===== config.mk =====
export PLATFORM = sky130hd
export DESIGN_NAME = pipelined_carry_adder
export DESIGN_NICKNAME = d
export VERILOG_FILES = /design/src/rtl/pipelined_carry_adder.sv
export SDC_FILE = /design/constraint.sdc
export NUM_CORES = 1
export LEC_CHECK = 0
export ABC_AREA = 1
export CELL_PAD_IN_SITES_DETAIL_PLACEMENT = 1
export CELL_PAD_IN_SITES_GLOBAL_PLACEMENT = 2
export CORE_MARGIN = 3
export CORE_UTILIZATION = 32
export DETAILED_ROUTE_END_ITERATION = 12
export PLACE_DENSITY_LB_ADDON = 0.05
export SYNTH_ARGS = -nofsm -noshare
export SYNTH_HDL_FRONTEND = slang
export SYNTH_SLANG_ARGS = --single-unit
export TNS_END_PERCENT = 50

===== constraint.sdc =====
create_clock -name clk -period 2.4 [get_ports clk]
set_input_delay 0.36 -clock clk [delete_from_list [all_inputs] [get_ports clk]]
set_output_delay 0.36 -clock clk [all_outputs]
set_load 0.005 [all_outputs]

===== src/rtl/pipelined_carry_adder.sv =====
// pipelined_carry_adder
//
// N-bit add/subtract split into STAGES equal slices of W = N/STAGES bits. Each
// stage ripples one slice and registers the inter-slice carry, so the longest
// combinational carry path is W bits. Operand slices that have not been added
// yet travel in skew registers that shrink by W bits per stage. Finished low
// sum slices travel in de-skew registers that grow by W bits per stage, so the
// full N-bit result leaves the last stage in one beat.
//
// Ports:
//   clk        rising-edge clock
//   rst        synchronous reset, active-high; clears every valid and data register
//   in_valid   operand beat present
//   in_ready   beat accepted this cycle (combinational on out_ready)
//   a, b       N-bit operands, unsigned or two's complement
//   cin        carry-in for add, borrow-in for subtract
//   sub        0: a + b + cin, 1: a - b - cin
//   out_valid  result beat present
//   out_ready  downstream accepts the result
//   sum        result modulo 2^N
//   co         raw carry out of bit N-1 (subtract: 1 means no borrow)
//   ovf        two's-complement overflow
//
// N must be divisible by STAGES, and 1 <= STAGES <= N.

module pipelined_carry_adder #(
  parameter int unsigned N      = 16,
  parameter int unsigned STAGES = 4
) (
  input  logic         clk,
  input  logic         rst,
  input  logic         in_valid,
  output logic         in_ready,
  input  logic [N-1:0] a,
  input  logic [N-1:0] b,
  input  logic         cin,
  input  logic         sub,
  output logic         out_valid,
  input  logic         out_ready,
  output logic [N-1:0] sum,
  output logic         co,
  output logic         ovf
);

  localparam int unsigned W = N / STAGES;

  logic         advance;
  logic [N-1:0] b_eff;
  logic         c0;

  // Subtract is a + ~b + ~cin; the borrow-in becomes an inverted carry-in.
  assign b_eff = sub ? ~b : b;
  assign c0    = sub ? ~cin : cin;

  // The whole pipe moves or holds as one; bubbles are not squeezed out.
  assign advance  = !out_valid || out_ready;
  assign in_ready = advance && !rst;

  for (genvar k = 0; k < STAGES; k++) begin : g_stage
    logic [W-1:0]       a_sl;
    logic [W-1:0]       b_sl;
    logic               c_in;
    logic               v_in;
    logic [W:0]         slice;
    logic [(k+1)*W-1:0] sum_d;
    logic [(k+1)*W-1:0] sum_q;
    logic               valid_q;
    logic               carry_q;

    if (k == 0) begin : g_in
      assign a_sl  = a[W-1:0];
      assign b_sl  = b_eff[W-1:0];
      assign c_in  = c0;
      assign v_in  = in_valid;
      assign sum_d = slice[W-1:0];
    end else begin : g_in
      // The next unprocessed slice always sits at the bottom of the skew register.
      assign a_sl  = g_stage[k-1].g_rem.a_rem_q[W-1:0];
      assign b_sl  = g_stage[k-1].g_rem.b_rem_q[W-1:0];
      assign c_in  = g_stage[k-1].carry_q;
      assign v_in  = g_stage[k-1].valid_q;
      assign sum_d = {slice[W-1:0], g_stage[k-1].sum_q};
    end

    assign slice = {1'b0, a_sl} + {1'b0, b_sl} + {{W{1'b0}}, c_in};

    always_ff @(posedge clk) begin
      if (rst) begin
        valid_q <= 1'b0;
        carry_q <= 1'b0;
        sum_q   <= '0;
      end else if (advance) begin
        valid_q <= v_in;
        carry_q <= slice[W];
        sum_q   <= sum_d;
      end
    end

    // Skew registers: operand bits above this stage's slice, still to be added.
    if (k < STAGES - 1) begin : g_rem
      localparam int unsigned R = N - (k + 1) * W;
      logic [R-1:0] a_rem_d;
      logic [R-1:0] b_rem_d;
      logic [R-1:0] a_rem_q;
      logic [R-1:0] b_rem_q;

      if (k == 0) begin : g_src
        assign a_rem_d = a[N-1:W];
        assign b_rem_d = b_eff[N-1:W];
      end else begin : g_src
        assign a_rem_d = g_stage[k-1].g_rem.a_rem_q[N-k*W-1:W];
        assign b_rem_d = g_stage[k-1].g_rem.b_rem_q[N-k*W-1:W];
      end

      always_ff @(posedge clk) begin
        if (rst) begin
          a_rem_q <= '0;
          b_rem_q <= '0;
        end else if (advance) begin
          a_rem_q <= a_rem_d;
          b_rem_q <= b_rem_d;
        end
      end
    end

    // Overflow: carry into the MSB (a ^ b ^ s at the MSB) against carry out of it.
    if (k == STAGES - 1) begin : g_last
      logic ovf_q;

      always_ff @(posedge clk) begin
        if (rst) begin
          ovf_q <= 1'b0;
        end else if (advance) begin
          ovf_q <= a_sl[W-1] ^ b_sl[W-1] ^ slice[W-1] ^ slice[W];
        end
      end
    end
  end

  assign out_valid = g_stage[STAGES-1].valid_q;
  assign sum       = g_stage[STAGES-1].sum_q;
  assign co        = g_stage[STAGES-1].carry_q;
  assign ovf       = g_stage[STAGES-1].g_last.ovf_q;

endmodule


==> key figures <==
Finish
  • Area delta synth->final: 25.4%
  • Flip-flop and latch area: 1940 um2
  • Share of post-route cells with drive strength above 1: 0.0570
  • Fill count: 1,489
  • Final core utilization: 0.419
  • Post-route standard cell area excluding fillers: 5130 um2
  • Top library cells by usage in the layout, fill and taps aside: 138 x nor2_1, 97 x dfxtp_1, 84 x o21ai_0
  • Commonest non-fill, non-tap cell in the layout: nor2_1
  • Antenna fix cells: 0
  • Layout net count: 615
  • Combined area of the multi-input logic cells: 1860 um2

Power
  • Internal: 0.00287 W
  • Total power: 0.00374 W
  • Share of total power in combinational logic: 0.118
  • Switch Pwr: 0.000866 W
  • Part of the total power dissipated in the clock network: 0.399
  • Register share of total power: 0.483
  • Pwr per Cell Area: 728 nW/um2
  • Largest voltage drop on the vdd net: 351 uV
  • Static power due to leakage: 2.33 nW
  • Sw Share: 0.232

Routing
  • Routed length per placed instance: 12.6 um
  • Detail Route Antenna Nets: 0
  • # DRC: 0
  • Number of iterations in the first detailed-routing pass: 4
  • Via count normalized by instance count: 4.50
  • DRT iter0 DRCs: 149
  • Via Count: 3,283
  • Detailed Route WL: 9.20 mm

Setup path
  • Crit Reg-Reg Startpoint: g_stage[2].carry_q
  • Maximum net fanout on the critical path: 5
  • Crit path from: sub
  • Register-to-register path setup slack: 660 ps
  • Worst setup EP type: register
  • Number of cells traversed by the worst register-to-register path: 8
  • CP Launch Type: primary input
  • Worst stage delay on the critical path: 430 ps
  • Cells along the critical path: clkdlybuf4s50_1 > buf_4 > xor2_1 > fa_1 > fa_1 > nand2_1 > inv_1 > o21ai_0 > a21oi_1
  • Required time of the critical path: 2620 ps
  • Slowest cell on the critical path: fa_1
  • Category of the critical setup timing path: primary input to register
  • RR Endpoint: ovf
  • Most used cell, CP: fa_1
  • Worst Path Arrival: 2310 ps
  • Worst setup endpoint: g_stage[0].carry_q

Synthesis
  • Number of synthesis warnings: 0
  • Post-Syn Area: 4090 um2
  • Share of the synthesized area in the top cell type: 0.475
  • Flops & latches, synth: 97
  • Synthesized area divided by synthesized cell count: 8.04 um2
  • Largest cells by area after synthesis: dfxtp_1 47%, nor2_1 13%, o21ai_0 10%
  • Synth Net Count: 567
  • Part of the Yosys area used for sequential elements: 0.475
  • Number of cells produced by synthesis: 509
  • Top cell type by total area after synthesis: dfxtp_1
  • Netlist cell types: 25

CTS
  • Buffer count from post-CTS setup fixing: 0
  • Root Buffer Master: clkbuf_16
  • Clock slew at reported path FFs: 60 ps
  • Hold Buf Count CTS: 0
  • Insertion delay to the later sink of the worst-skew pair: 330 ps
  • # H-tree levels: 3
  • TritonCTS clock tree: built
  • Count of clock tree sinks: 97
  • Resized cells post-CTS: 0
  • Maximum buffer depth of the clock tree: 2
  • Number of buffers added by the clock tree synthesis step: 9

Hold path
  • Class of the tightest hold or removal check: register to register

Place
  • Cell area after placement: 4820 um2
  • Half-perimeter wire length after placement: 6.70 mm
  • Final GP Congestion: 0.742
  • Total of buffers placed on input and output ports: 57

Status
  • Outcome: finished, final reports clean

Floorplanning
  • Top-Level Pins: 58
  • Starting Density: 0.334
  • Die outline area: 14,200 um2
  • Overall die height: 119 um
  • Overall die width: 119 um
  • Core area: 12,300 um2
  • Total number of placement rows: 40

Timing
  • Slew at the pin closest to its max-slew limit: 509 ps
  • Post-route fraction of the period consumed by the critical path: 0.870
  • Hold Violations, Final: 0
  • Final setup violation count: 0
  • Final Skew: 5.04 ps
  • Tightest hold margin: 466 ps
  • Pins Over Slew Limit: 0
  • Unrepaired setup endpoints after global routing: no
  • Maximum achievable frequency: 479 MHz
  • Clock period minus final worst setup slack: 2090 ps
  • Max-slew headroom at the worst pin: 0.661

GRT
  • Number of antenna violations at the first check in global routing: 0
  • Global Route Usage Sum: 0.135
  • Vias in the first global route: 3,323
  • First-pass GRT wire length: 15.8 mm
  • Largest net degree at the start of global routing: 58
  • Aggregate global routing overflow: 0

Flow run
  • # Max-Cap Violations: 0
-- sequential cells by signal (all words and copies together), names as in the netlist --
name,count
g_stage.g_rem.a_rem_q,24
g_stage.sum_q,24
co,1
ovf,1
g_stage.valid_q,3
g_stage.g_rem.b_rem_q,24
g_stage.carry_q,3
sum,16
out_valid,1
-- cell usage after synthesis (all sizes together) --
cell type / number
nor2: 139
dfxtp: 97
o21ai: 97
nand2: 31
a21oi: 28
inv: 27
clkbuf: 17
buf: 15
xnor2: 13
ha: 12
nand3: 11
fa: 8
xor2: 6
or2: 3
a31oi: 2
nand3b: 2
nand4: 1
-- layer usage --
layer / up-vias / global-route usage / routed length, um
met5: - / 0 / 0
met2: 46 / 0.226 / 4330
met1: 1490 / 0.178 / 4460
met4: 0 / 0.0369 / 109
met3: 9 / 0.0275 / 305
li1: 1738 / - / -
-- cell type report --
| cell class | instances | area share |
|---|---|---|
| clock inverters | 5 | 0.0158 |
| clock buffers | 10 | 0.0446 |
| flip-flops and latches | 97 | 0.378 |
| inverters | 27 | 0.0202 |
| well taps | 168 | 0.0410 |
| repair buffers | 69 | 0.138 |
| multi-input cells | 353 | 0.362 |
-- worst max-delay path, delay by kind of cell --
kind / cells / cell delay (ps)
buffers and inverters: 3 / 600
XOR/XNOR: 1 / 180
AO/OA/AOI/OAI: 2 / 230
AND/OR/NAND/NOR: 1 / 80
adder cells (fa/ha/maj): 2 / 850
-- power groups by stage --
stage | Clock [W] | Sequential (W) | Combinational, W
final | 0.00149 | 0.00180 | 0.000441
after global routing | 0.00161 | 0.00182 | 0.000510
after CTS | 0.00154 | 0.00181 | 0.000452
after detailed placement | 0 | 0.00184 | 0.000449
after global placement | 0 | 0.00184 | 0.000437
after floorplan | 0 | 0.00182 | 0.000264
-- logic make-up (layout without fill, tap and decap cells) --
family	after synthesis	after routing	share of synthesized area
flip-flops	97	97	0.475
adder cells (fa/ha/maj)	20	20	0.0758
AO/OA/AOI/OAI	127	127	0.156
buffers and inverters	59	111	0.0719
AND/OR/NAND/NOR	187	187	0.181
XOR/XNOR	19	19	0.0407
-- per-stage QoR --
step                TNS, ps  cells  worst slack (ps)
floorplan                 0    509               296
global placement      -17.6    714             -17.6
detailed placement    -49.6    714             -49.6
CTS                       0    729               306
global route              0    729               232
finish                    0    729               311
-- how the worst min path moves through the flow --
stage / start / end / cells after the start
after floorplan: rst / out_valid / 1
after global routing: g_stage[2].sum_q[2] / g_stage[2].sum_q[2] / 2
after detailed placement: g_stage[2].valid_q / g_stage[2].valid_q / 2
after global placement: g_stage[2].valid_q / g_stage[2].valid_q / 2
after CTS: g_stage[2].valid_q / g_stage[2].valid_q / 2
final: g_stage[2].valid_q / g_stage[2].valid_q / 2
Note: power is estimated with default switching activity, not from simulation.
